[config.mk]
export PLATFORM = sky130hd
export DESIGN_NAME = instr_fetch_unit_flat
export DESIGN_NICKNAME = d
export VERILOG_FILES = /design/src/rtl/mips_pkg.sv /design/src/rtl/instr_fetch_unit_if.sv /design/src/rtl/fetch_fifo.sv /design/src/rtl/instr_fetch_unit.sv /design/src/flat_wrapper.sv
export SDC_FILE = /design/constraint.sdc
export NUM_CORES = 1
export LEC_CHECK = 0
export BUFFER_PORTS_ARGS = -buffer_cell sky130_fd_sc_hd__buf_2
export CAP_MARGIN = 10
export CORE_ASPECT_RATIO = 1.75
export CORE_MARGIN = 3
export CORE_UTILIZATION = 55
export CTS_BUF_LIST = sky130_fd_sc_hd__clkbuf_2 sky130_fd_sc_hd__clkbuf_4 sky130_fd_sc_hd__clkbuf_8
export CTS_CLUSTER_DIAMETER = 200
export DETAILED_ROUTE_END_ITERATION = 12
export GPL_ROUTABILITY_DRIVEN = 0
export HOLD_SLACK_MARGIN = 0.05
export PLACE_DENSITY_LB_ADDON = 0.12
export SYNTH_ARGS = -nofsm -noshare
export SYNTH_HDL_FRONTEND = slang
export SYNTH_SLANG_ARGS = --single-unit
[constraint.sdc]
create_clock -name clk -period 13.25 [get_ports clk]
set_clock_uncertainty 0.2 [all_clocks]
set_input_delay 0 -clock clk [delete_from_list [all_inputs] [get_ports clk]]
set_output_delay 0 -clock clk [all_outputs]
set_load 0.02 [all_outputs]
[src/rtl/mips_pkg.sv]
// Shared fetch-path definitions: FSM encoding, reset vector default and
// the decode constant that stops fetching.
package mips_pkg;

    typedef enum logic [1:0] {
        IDLE   = 2'd0,
        REQ    = 2'd1,
        DROP   = 2'd2,
        HALTED = 2'd3
    } fetch_state_t;

    localparam logic [31:0] RESET_PC_DEFAULT = 32'h0000_0000;
    localparam logic [5:0]  FUNCT_HALT       = 6'h3F;
    localparam int          FETCH_ENTRY_W    = 64;

    function automatic logic [31:0] word_align(input logic [31:0] addr);
        return addr & ~32'h0000_0003;
    endfunction

endpackage

[src/rtl/instr_fetch_unit_if.sv]
// Instruction-memory request/response bus plus the fetch-to-decode handshake.
interface instr_fetch_unit_if;
    logic        imem_req;
    logic [31:0] imem_addr;
    logic        imem_ack;
    logic [31:0] imem_rdata;

    logic        if_valid;
    logic        if_ready;
    logic [31:0] if_instr;
    logic [31:0] if_pc;
    logic [31:0] if_pc_plus4;
    logic [5:0]  opcode;
    logic [5:0]  funct;

    modport master (
        output imem_req, imem_addr,
        input  imem_ack, imem_rdata,
        output if_valid, if_instr, if_pc, if_pc_plus4, opcode, funct,
        input  if_ready
    );

    modport slave (
        input  imem_req, imem_addr,
        output imem_ack, imem_rdata,
        input  if_valid, if_instr, if_pc, if_pc_plus4, opcode, funct,
        output if_ready
    );
endinterface

[src/rtl/fetch_fifo.sv]
// Small circular buffer of {pc, instr} entries between fetch and decode.
// Flush wins over push and pop; storage is cleared by reset so the head reads 0.
module fetch_fifo #(
    parameter  int DEPTH = 2,
    parameter  int WIDTH = 64,
    localparam int CNT_W = $clog2(DEPTH + 1)
) (
    input  logic             clk,
    input  logic             rst,
    input  logic             push,
    input  logic             pop,
    input  logic             flush,
    input  logic [WIDTH-1:0] push_data,
    output logic [WIDTH-1:0] head_data,
    output logic [CNT_W-1:0] count
);
    localparam int PTR_W = (DEPTH > 1) ? $clog2(DEPTH) : 1;

    logic [PTR_W-1:0] wr_ptr_q, wr_ptr_d;
    logic [PTR_W-1:0] rd_ptr_q, rd_ptr_d;
    logic [CNT_W-1:0] count_q, count_d;
    logic [WIDTH-1:0] mem_q [DEPTH];
    logic             do_push, do_pop;

    function automatic logic [PTR_W-1:0] ptr_inc(input logic [PTR_W-1:0] p);
        return (p == PTR_W'(DEPTH - 1)) ? '0 : p + PTR_W'(1);
    endfunction

    assign do_push = push && !flush && (count_q != CNT_W'(DEPTH));
    assign do_pop  = pop && !flush && (count_q != '0);

    always_comb begin
        wr_ptr_d = wr_ptr_q;
        rd_ptr_d = rd_ptr_q;
        count_d  = count_q;
        if (flush) begin
            wr_ptr_d = '0;
            rd_ptr_d = '0;
            count_d  = '0;
        end else begin
            if (do_push) wr_ptr_d = ptr_inc(wr_ptr_q);
            if (do_pop)  rd_ptr_d = ptr_inc(rd_ptr_q);
            count_d = count_q + CNT_W'(do_push) - CNT_W'(do_pop);
        end
    end

    always_ff @(posedge clk) begin
        if (!rst) begin
            wr_ptr_q <= '0;
            rd_ptr_q <= '0;
            count_q  <= '0;
        end else begin
            wr_ptr_q <= wr_ptr_d;
            rd_ptr_q <= rd_ptr_d;
            count_q  <= count_d;
        end
    end

    genvar gi;
    generate
        for (gi = 0; gi < DEPTH; gi++) begin : g_entry
            always_ff @(posedge clk) begin
                if (!rst) begin
                    mem_q[gi] <= '0;
                end else if (do_push && (wr_ptr_q == PTR_W'(gi))) begin
                    mem_q[gi] <= push_data;
                end
            end
        end
    endgenerate

    assign head_data = mem_q[rd_ptr_q];
    assign count     = count_q;
endmodule

[src/rtl/instr_fetch_unit.sv]
// Single-outstanding-request instruction fetcher feeding a small buffer toward
// decode; redirect flushes the buffer and may have to drop an in-flight response.
module instr_fetch_unit
    import mips_pkg::*;
#(
    parameter logic [31:0] RESET_PC = RESET_PC_DEFAULT,
    parameter int          DEPTH    = 2
) (
    input  logic                clk,
    input  logic                rst,
    input  logic                en,
    input  logic                halt,
    input  logic                redirect,
    input  logic [31:0]         redirect_pc,
    instr_fetch_unit_if.master  bus
);
    localparam int CNT_W = $clog2(DEPTH + 1);

    fetch_state_t       state_q, state_d;
    logic [31:0]        pc_q, pc_d;
    logic [31:0]        addr_q, addr_d;
    logic               req_q, req_d;

    logic               push, pop, flush, head_valid;
    logic [CNT_W-1:0]   count, post_count;
    logic [FETCH_ENTRY_W-1:0] head;
    logic [31:0]        redirect_tgt;
    logic [31:0]        head_pc;

    assign redirect_tgt = word_align(redirect_pc);
    assign head_valid   = (count != '0);
    assign pop          = head_valid && bus.if_ready;
    assign post_count   = count + CNT_W'(1) - CNT_W'(pop);

    always_comb begin
        state_d = state_q;
        pc_d    = pc_q;
        push    = 1'b0;
        flush   = 1'b0;
        case (state_q)
            IDLE, HALTED: begin
                if (redirect) begin
                    flush   = 1'b1;
                    pc_d    = redirect_tgt;
                    state_d = REQ;
                end else if (state_q == IDLE) begin
                    if (halt)
                        state_d = HALTED;
                    else if (en && (count < CNT_W'(DEPTH)))
                        state_d = REQ;
                end
            end
            REQ: begin
                if (redirect) begin
                    flush   = 1'b1;
                    pc_d    = redirect_tgt;
                    state_d = bus.imem_ack ? REQ : DROP;
                end else if (bus.imem_ack) begin
                    push = 1'b1;
                    pc_d = pc_q + 32'd4;
                    if (en && !halt && (post_count < CNT_W'(DEPTH)))
                        state_d = REQ;
                    else
                        state_d = halt ? HALTED : IDLE;
                end
            end
            DROP: begin
                // The stale response is swallowed; only the target moves.
                if (redirect) begin
                    flush = 1'b1;
                    pc_d  = redirect_tgt;
                end
                if (bus.imem_ack)
                    state_d = REQ;
            end
            default: state_d = IDLE;
        endcase
    end

    // DROP keeps presenting the abandoned address until its ack arrives.
    assign addr_d = (state_d == REQ) ? pc_d : addr_q;
    assign req_d  = (state_d == REQ) || (state_d == DROP);

    always_ff @(posedge clk) begin
        if (!rst) begin
            state_q <= IDLE;
            pc_q    <= RESET_PC;
            addr_q  <= RESET_PC;
            req_q   <= 1'b0;
        end else begin
            state_q <= state_d;
            pc_q    <= pc_d;
            addr_q  <= addr_d;
            req_q   <= req_d;
        end
    end

    fetch_fifo #(
        .DEPTH (DEPTH),
        .WIDTH (FETCH_ENTRY_W)
    ) u_fifo (
        .clk       (clk),
        .rst       (rst),
        .push      (push),
        .pop       (pop),
        .flush     (flush),
        .push_data ({pc_q, bus.imem_rdata}),
        .head_data (head),
        .count     (count)
    );

    assign head_pc         = head[63:32];
    assign bus.imem_req    = req_q;
    assign bus.imem_addr   = addr_q;
    assign bus.if_valid    = head_valid;
    assign bus.if_pc       = head_pc;
    assign bus.if_instr    = head[31:0];
    assign bus.if_pc_plus4 = head_pc + 32'd4;
    assign bus.opcode      = head[31:26];
    assign bus.funct       = head[5:0];
endmodule

[src/flat_wrapper.sv]
// flat-port wrapper written by rule: the top's interface ports become plain ports
module instr_fetch_unit_flat import mips_pkg::*;
#(
    parameter logic [31:0] RESET_PC = RESET_PC_DEFAULT,
    parameter int          DEPTH    = 2
)
  (clk, rst, en, halt, redirect, redirect_pc, bus_imem_req, bus_imem_addr, bus_imem_ack, bus_imem_rdata, bus_if_valid, bus_if_instr, bus_if_pc, bus_if_pc_plus4, bus_opcode, bus_funct, bus_if_ready);
  instr_fetch_unit_if bus_i ();
  input  logic clk;
  input  logic rst;
  input  logic en;
  input  logic halt;
  input  logic redirect;
  input  logic [31:0] redirect_pc;
  output wire logic [$bits(bus_i.imem_req)-1:0] bus_imem_req;
  output wire logic [$bits(bus_i.imem_addr)-1:0] bus_imem_addr;
  input wire logic [$bits(bus_i.imem_ack)-1:0] bus_imem_ack;
  input wire logic [$bits(bus_i.imem_rdata)-1:0] bus_imem_rdata;
  output wire logic [$bits(bus_i.if_valid)-1:0] bus_if_valid;
  output wire logic [$bits(bus_i.if_instr)-1:0] bus_if_instr;
  output wire logic [$bits(bus_i.if_pc)-1:0] bus_if_pc;
  output wire logic [$bits(bus_i.if_pc_plus4)-1:0] bus_if_pc_plus4;
  output wire logic [$bits(bus_i.opcode)-1:0] bus_opcode;
  output wire logic [$bits(bus_i.funct)-1:0] bus_funct;
  input wire logic [$bits(bus_i.if_ready)-1:0] bus_if_ready;
  assign bus_imem_req = bus_i.imem_req;
  assign bus_imem_addr = bus_i.imem_addr;
  assign bus_i.imem_ack = bus_imem_ack;
  assign bus_i.imem_rdata = bus_imem_rdata;
  assign bus_if_valid = bus_i.if_valid;
  assign bus_if_instr = bus_i.if_instr;
  assign bus_if_pc = bus_i.if_pc;
  assign bus_if_pc_plus4 = bus_i.if_pc_plus4;
  assign bus_opcode = bus_i.opcode;
  assign bus_funct = bus_i.funct;
  assign bus_i.if_ready = bus_if_ready;
  instr_fetch_unit #(.RESET_PC(RESET_PC), .DEPTH(DEPTH)) u_core (.clk(clk), .rst(rst), .en(en), .halt(halt), .redirect(redirect), .redirect_pc(redirect_pc), .bus(bus_i));
endmodule
==> metrics.txt, run 1 <==
Core Area 0.0171 mm2; Vias/cell 5.29; internal power 1.00 mW; layout cells sized above 1 29.6%; worst-case vdd ir drop 0.0000775 V; global-route wire length before repair 35000 um; Hold WS 0.150 ns; Switch Pwr 450 uW; Highest Clock Rate 262 MHz; Clk pwr share 26.8%; Total Wirelength 21700 um; Net Count, Synth 906; post-synthesis sequential area ratio 54.8%; die width 106 um; fin crit share 28.8%; CTS tree done; CP Max Fanout 78; WP data required 13.05 ns; initial drt markers 226; CTS H-Tree Depth 4; vias after detailed routing 6981; register area 0.00529 mm2; Distinct cells, synth 54; Adder-Cell Fraction of Synth Area 1.04%; outcome completed; Switching Share 31.0%; CTS sink cnt 200; CTS max path bufs 2; post-synthesis area per instance 11.7 um2; XOR/XNOR share of the synthesized area 3.09%; Pre-antenna DRT Iters 5; final net count 1159; P per Cell Area 122 mW/mm2; root buffer cell clkbuf_8; vias in the first global route 7110; synth cell count leaders 156 x and2_1, 128 x edfxtp_1, 72 x dfxtp_1, 59 x mux2i_1, 58 x mux2_2; die height 181 um; # rows 63; DRC 0; Layout area overhead 23.5%; minimum clock period 3.82 ns; Post-DP HPWL 14600 um; Final Setup Violations 0; most common cell in the netlist and2_1; count of input and output buffers 210; LEAKAGE 5.14 nW; Fill cells 1336; synth warn 0; grt total ovfl 0; number of enable flip-flop cells after synthesis 128; Max-Cap Viols 0; total track usage 22.9%; Starting Density 56.4%; Setup crit end kind output pin; Synth Area in Compound Gates 4.75%; largest net degree at the start of global routing 79; area of the multi-input gates 0.00404 mm2; die area 0.0192 mm2; Worst Tran Pin Value 0.993 ns; routed len/inst 16.4 um; Pwr Total 1.45 mW; Worst EP arrival 3.62 ns; predominant post-synthesis flop cell edfxtp_1; Post CTS Setup Buffer Count 0; critical path class flop to output pin; worst skew pair latency 0.47 ns; number of routed nets with antenna violations 0; Cell Area, Synth 0.00964 mm2; fin. max-slew vios 0; fin util 69.6%; # IOs 213; top post-synthesis cells by area edfxtp_1 40%, dfxtp_1 15%, and2_1 10%; post-synthesis mux area share 12.9%; synthesized flop and latch total 200; Post-Synth Simple-Gate Area 19.9%; Ant. Diodes 0; post-synthesis async set-or-reset flop share 0%; post-synth top area share 39.9%; unrepaired setup endpoints after global routing no; Worst-path clk slew 0.11 ns; Synth area leader edfxtp_1; initial antenna violation count 0; synthesized instance count 827; main combinational cell family by area after synthesis simple AND/OR/NAND/NOR gates; startpoint types flop; HP Class input pin to flop; Rel. slew slack 33.8%; Sequential Power Share 51.4%; Hold Vio Cnt, Final 0; Gate power share 21.8%; Setup TNS Final 0 ns; CTS Buf Count 17
## power groups by stage
stage	clock [mW]	sequential, mW	combinational (mW)
floorplan	0	0.785	0.177
global placement	0	0.759	0.296
detailed placement	0	0.761	0.299
CTS	0.402	0.747	0.319
global route	0.424	0.753	0.344
finish	0.389	0.747	0.317
## layout make-up
cell class                      count  area share, %
Clock buffer                       18           2.03
Inverter                           18          0.567
Clock inverter                     14           1.32
Tap cell                          227           2.38
Multi-Input combinational cell    553           33.9
Timing Repair Buffer              290           15.4
Sequential cell                   200           44.4
## cell families (layout without fill, tap and decap cells)
family | count (synthesis) | in the layout
AOI/OAI and AO/OA | 64 | 64
xor gates and xnor gates | 34 | 34
adders and majority gates | 8 | 8
buffers and inverters | 74 | 340
DFF | 200 | 200
muxes | 117 | 117
and+or+nand+nor | 330 | 330
## registers in the layout (all words and copies together) (netlist names), named ones only
register,count
u_core.u_fifo.mem_q,128
u_core.u_fifo.rd_ptr_q,1
u_core.u_fifo.wr_ptr_q,1
u_core.state_q,2
u_core.pc_q,32
u_core.bus.imem_req,1
u_core.u_fifo.count,2
u_core.bus.imem_addr,32
## stage by stage
step	std cells	area (um2)	setup WS (ns)
2_1_floorplan	827	9640	6.83
3_3_place_gp	1215	10800	9.95
3_5_place_dp	1215	10800	9.92
4_1_cts	1320	11900	9.41
5_1_grt	1320	11900	9.16
6_report	1320	11900	9.43
## placed cells by master, fill, tap and decap left out, types with 17 or more instances in the layout
cell type	Yosys	layout
xnor2_1	19	19
nor3_1	18	18
nand3_1	21	21
dfxtp_1	72	71
mux2_2	58	58
dlygate4sd3_1	0	73
nor2_1	33	32
mux2i_1	59	59
edfxtp_1	128	128
nand2_1	44	43
inv_1	17	17
buf_2	10	210
clkbuf_8	0	17
and2_1	156	156
## routing by layer
metal	track usage (%)	vias up	wire length, um
met2	42.2	195	11600
met4	9.28	0	596
met1	26.0	3329	8510
met3	3.50	30	1020
met5	0	-	0
li1	-	3427	-
## path summary, 6_finish.rpt
kind	start	to	slack, ns	depth (start not counted)
hold / removal	redirect	u_core.pc_q[5]$_SDFF_PN0_	0.15	5
setup reg to reg	u_core.state_q[1]$_SDFF_PN0_	u_core.bus.imem_addr[31]$_SDFFE_PN0N_	10.10	8
hold reg to reg	u_core.bus.imem_addr[21]$_SDFFE_PN0N_	u_core.bus.imem_addr[21]$_SDFFE_PN0N_	0.28	2
setup / recovery	flop	bus_if_pc_plus4[28]	9.43	7
## worst max-delay path: stages (launching register included)
cell and delay, ns:
dfxtp_4 0.48, buf_4 0.72, mux2_2 0.36, a21boi_0 0.36, nand4_1 0.46, nor3_1 0.37, xor2_1 0.16, buf_2 0.18
## what timing repair did
| item | 4_1_cts | 5_1_grt |
|---|---|---|
| gates resized for setup | 0 | 0 |
| hold endpoints to repair | 131 | 0 |
| hold buffers | 73 | 0 |
| endpoints found under the setup margin | 0 | 0 |
Note: power is estimated with default switching activity, not from simulation.
==> run 2: changes to the inputs <==
--- a/config.mk
+++ b/config.mk
@@ -9,7 +9,7 @@
 export CAP_MARGIN = 10
 export CORE_ASPECT_RATIO = 1.75
 export CORE_MARGIN = 3
-export CORE_UTILIZATION = 55
+export CORE_UTILIZATION = 51
 export CTS_BUF_LIST = sky130_fd_sc_hd__clkbuf_2 sky130_fd_sc_hd__clkbuf_4 sky130_fd_sc_hd__clkbuf_8
 export CTS_CLUSTER_DIAMETER = 200
 export DETAILED_ROUTE_END_ITERATION = 12
==> constraint.sdc (replaced) <==
create_clock -name clk -period 3.5 [get_ports clk]
set_clock_uncertainty 0.2 [all_clocks]
set_input_delay 0 -clock clk [delete_from_list [all_inputs] [get_ports clk]]
set_output_delay 0 -clock clk [all_outputs]
set_load 0.02 [all_outputs]
==> metrics.txt, run 2 (synthesis gave the netlist of run 1 again) <==
DRC 0; Hold Vio Cnt, Final 0; total track usage 22.1%; Switch Pwr 1.65 mW; CTS H-Tree Depth 4; count of input and output buffers 210; fin. max-slew vios 0; die area 0.0207 mm2; flip-flop count of the largest register after layout 128; P per Cell Area 458 mW/mm2; routed len/inst 16.7 um; initial antenna violation count 0; # IOs 213; Vias/cell 5.24; Total Wirelength 22300 um; Fill cells 1496; worst-case vdd ir drop 0.000402 V; Post CTS Setup Buffer Count 0; LEAKAGE 5.21 nW; Final Setup Violations 0; critical path class flop to output pin; commonest non-fill, non-tap cell in the layout buf_2; post-route setup slack 0.373 ns; Switching Share 30.0%; layout cells sized above 1 29.8%; largest net degree at the start of global routing 88; root buffer cell clkbuf_8; global-route wire length before repair 35700 um; worst skew pair latency 0.45 ns; CTS tree done; minimum clock period 3.13 ns; Sequential Power Share 51.2%; Largest Register u_core.u_fifo.mem_q; Worst-path clk slew 0.10 ns; Setup crit end kind output pin; unrepaired setup endpoints after global routing no; Layout area overhead 24.8%; Core Area 0.0183 mm2; area of the multi-input gates 0.00404 mm2; internal power 3.87 mW; initial drt markers 332; CTS max path bufs 2; Pre-antenna DRT Iters 4; Hold WS 0.168 ns; commonest non-fill, non-tap cells in the layout 210 x buf_2, 156 x and2_1, 128 x edfxtp_1; post-cts resize count 0; Ant. Diodes 0; die height 188 um; Highest Clock Rate 320 MHz; Starting Density 52.7%; fin crit share 89.4%; HP Class input pin to flop; grt total ovfl 0; # hold bufs at CTS 76; CTS Buf Count 17; die width 110 um; final net count 1169; CTS sink cnt 200; Worst Tran Pin Value 0.804 ns; cell area after layout 0.0120 mm2; CP Max Fanout 87; Worst EP arrival 2.93 ns; Rel. slew slack 46.4%; pre-CTS WS 0.785 ns; Max-Cap Viols 0; Gate power share 21.7%; vias in the first global route 7102; Post-DP HPWL 15200 um; WP data required 3.30 ns; outcome completed; placed inst area 0.0109 mm2; register area 0.00529 mm2; vias after detailed routing 7002; number of routed nets with antenna violations 0; # rows 65; Clk pwr share 27.0%; startpoint types flop; Setup TNS Final 0 ns
run 2: cell types whose count changed in the layout (fill, tap and decap cells not counted), sizes merged:
cell         before  now
inv              26   24
clkbuf           18   19
clkinv            4    3
dlygate4sd3      73   76
buf             217  224
bufinv            1    2
run 2: metal layers:
layer	up-vias	wire (um)	share of wire [%]	global-route usage (%)
li1	3448	-	-	-
met5	-	0	0	0
met4	0	430	1.9	7.39
met2	197	11800	53	40.4
met3	24	1130	5.1	3.48
met1	3333	8910	40	25.5
run 2: cell type report:
class | instances | area share [%]
clock buffer | 19 | 2.12
multi-input combinational | 553 | 33.5
sequential | 200 | 43.9
timing repair buffer | 300 | 16.2
clock inverter | 12 | 1.17
tap | 234 | 2.43
inverter | 18 | 0.561
run 2: critical path: stages (launching register included):
cell	delay (ns)
dfxtp_4	0.40
buf_12	0.36
mux2_2	0.28
a21boi_0	0.30
nand4_1	0.37
nor3_1	0.32
xor2_1	0.22
buf_2	0.20
run 2: path summary, 6_finish.rpt:
kind                                               from                                 endpoint  slack (ns)  depth (start not counted)
setup / recovery                                   flop                      bus_if_pc_plus4[26]        0.37                          7
hold reg to reg   u_core.bus.imem_addr[15]$_SDFFE_PN0N_    u_core.bus.imem_addr[15]$_SDFFE_PN0N_        0.27                          2
setup reg to reg           u_core.state_q[1]$_SDFF_PN0_    u_core.bus.imem_addr[24]$_SDFFE_PN0N_        0.54                          8
hold / removal                        bus_imem_rdata[5]  u_core.u_fifo.mem_q[0][5]$_SDFFCE_PN0P_        0.17                          3
run 2: stage by stage:
stage | utilization, % | std cells | power [mW]
final | 65.8 | 1336 | 5.52
after global routing | 65.8 | 1336 | 5.78
after CTS | 65.8 | 1336 | 5.57
after detailed placement | 59.5 | 1229 | 4.01
after global placement | 59.5 | 1229 | 4.00
after floorplan | - | 827 | 3.63
run 2: power groups by stage:
stage,Clock [mW],Combinational [mW],Sequential (mW)
6_report,1.49,1.20,2.83
5_1_grt,1.62,1.30,2.85
3_3_place_gp,0,1.13,2.87
2_1_floorplan,0,0.670,2.96
3_5_place_dp,0,1.13,2.88
4_1_cts,1.54,1.21,2.83
==> run 3: changes to the inputs <==
==> constraint.sdc (replaced) <==
create_clock -name clk -period 3.5 [get_ports clk]
set_clock_uncertainty 0.2 [all_clocks]
set_input_delay 1.05 -clock clk [delete_from_list [all_inputs] [get_ports clk]]
set_output_delay 1.05 -clock clk [all_outputs]
set_load 0.02 [all_outputs]
==> metrics.txt, run 3 (synthesis gave the netlist of run 1 again) <==
Setup TNS Final -2.05 ns; P per Cell Area 460 mW/mm2; total track usage 21.3%; grt total ovfl 0; Total Wirelength 21500 um; Layout area overhead 23.3%; violations in the final reports negative setup slack; Clk pwr share 26.6%; count of input and output buffers 210; worst-case vdd ir drop 0.000345 V; # hold bufs at CTS 0; Crit-path slowest cell dfxtp_4; # IOs 213; vias in the first global route 6956; minimum clock period 3.69 ns; number of routed nets with antenna violations 0; Rel. slew slack 45.8%; HP Class flop to flop; startpoint types flop; commonest non-fill, non-tap cell in the layout buf_2; post-route setup slack -0.195 ns; Switching Share 30.9%; Max-Cap Viols 0; Starting Density 52.7%; LEAKAGE 5.18 nW; root buffer cell clkbuf_8; Vias/cell 5.31; WP data required 2.25 ns; CTS sink cnt 200; CP Max Fanout 6; Worst path max stage delay 0.40 ns; Pre-antenna DRT Iters 4; worst skew pair latency 0.47 ns; routed len/inst 16.8 um; Ant. Diodes 0; Hold WS 0.271 ns; unrepaired setup endpoints after global routing yes; largest net degree at the start of global routing 65; vias after detailed routing 6795; Pwr Total 5.47 mW; Highest Clock Rate 271 MHz; initial drt markers 229; fin crit share 106%; commonest non-fill, non-tap cells in the layout 188 x buf_2, 155 x and2_1, 128 x edfxtp_1; Post-DP HPWL 15200 um; CTS max path bufs 2; Setup crit end kind output pin; Core Area 0.0183 mm2; Worst-path clk slew 0.11 ns; Sequential Power Share 51.6%; CTS Buf Count 17; die width 110 um; final net count 1112; internal power 3.78 mW; global-route wire length before repair 34400 um; Worst EP arrival 2.44 ns; Finished Layout Cells 1280; outcome complete, but fails checks; Gate power share 21.8%; CTS tree done; flip-flop count of the largest register after layout 128; critical path class flop to output pin; CTS H-Tree Depth 4; fin. max-slew vios 0; worst path cell trace mux2i_4, inv_2, ha_4, nand4_1, a22oi_2, nand4_1, buf_6, nor3_4, xor2_2, buf_6; # rows 65; initial antenna violation count 0; Post-Place Cells 1236; pre-CTS WS 0.122 ns; Worst Tran Pin Value 0.813 ns; Fill cells 1508; Hold Vio Cnt, Final 0; DRC 0; Final Setup Violations 17; Largest Register u_core.u_fifo.mem_q; Switch Pwr 1.69 mW; layout cells sized above 1 37.9%; die area 0.0207 mm2; die height 188 um
==> run 3: critical path: cells and delay by family (launching register included) <==
kind	cells	cell delay, ns
compound gates	1	0.26
xor+xnor	1	0.16
fa+ha+maj	1	0.14
buf+inv	3	0.42
flops	1	0.40
mux	1	0.20
simple gates	3	0.43
==> run 3: area by class of cell <==
type	instances	area (um2)	area share (%)
Inverter	18	67.6	0.568
Sequential cell	200	5290	44.5
Tap cell	234	293	2.46
Multi-Input combinational cell	553	4350	36.6
Timing Repair Buffer	243	1500	12.6
Clock buffer	17	234	1.97
Clock inverter	15	158	1.33
==> run 3: stage by stage <==
| stage | utilization (%) | instance area, um2 |
|---|---|---|
| global placement | 60.5 | 11100 |
| floorplan | - | 9790 |
| CTS | 64.5 | 11800 |
| global route | 65.0 | 11900 |
| finish | 65.0 | 11900 |
| detailed placement | 60.5 | 11100 |
==> run 3: final timing paths <==
path                                                            start                                     to  slack, ns  depth (start not counted)
worst max register to register           u_core.state_q[1]$_SDFF_PN0_  u_core.bus.imem_addr[27]$_SDFFE_PN0N_       0.78                          9
worst max-delay path                                             flop                    bus_if_pc_plus4[26]      -0.19                         10
worst min register to register  u_core.bus.imem_addr[19]$_SDFFE_PN0N_  u_core.bus.imem_addr[19]$_SDFFE_PN0N_       0.27                          2
worst min-delay path            u_core.bus.imem_addr[19]$_SDFFE_PN0N_  u_core.bus.imem_addr[19]$_SDFFE_PN0N_       0.27                          2
==> run 3: power groups by stage <==
| stage | Combinational [mW] | Sequential [mW] | Clock (mW) |
|---|---|---|---|
| after floorplan | 0.684 | 2.96 | 0 |
| after global placement | 1.17 | 2.87 | 0 |
| after detailed placement | 1.18 | 2.88 | 0 |
| after CTS | 1.20 | 2.83 | 1.50 |
| after global routing | 1.30 | 2.85 | 1.58 |
| final | 1.19 | 2.82 | 1.46 |
==> run 3: timing repair <==
item / 4_1_cts / 5_1_grt
pin swaps: 20 / 13
cloned: 1 / 0
endpoints found under the setup margin: 23 / 26
gates resized for setup: 60 / 20
hold endpoints to repair: 0 / 0
buffers inserted: 11 / 1
==> run 3: layer usage <==
layer / global-route usage (%) / wire (um) / part of all wire [%] / up-vias
met2: 37.5 / 11300 / 53 / 177
met1: 24.9 / 8400 / 39 / 3254
li1: - / - / - / 3328
met4: 9.22 / 696 / 3.2 / 0
met5: 0 / 0 / 0 / -
met3: 3.34 / 1110 / 5.1 / 36
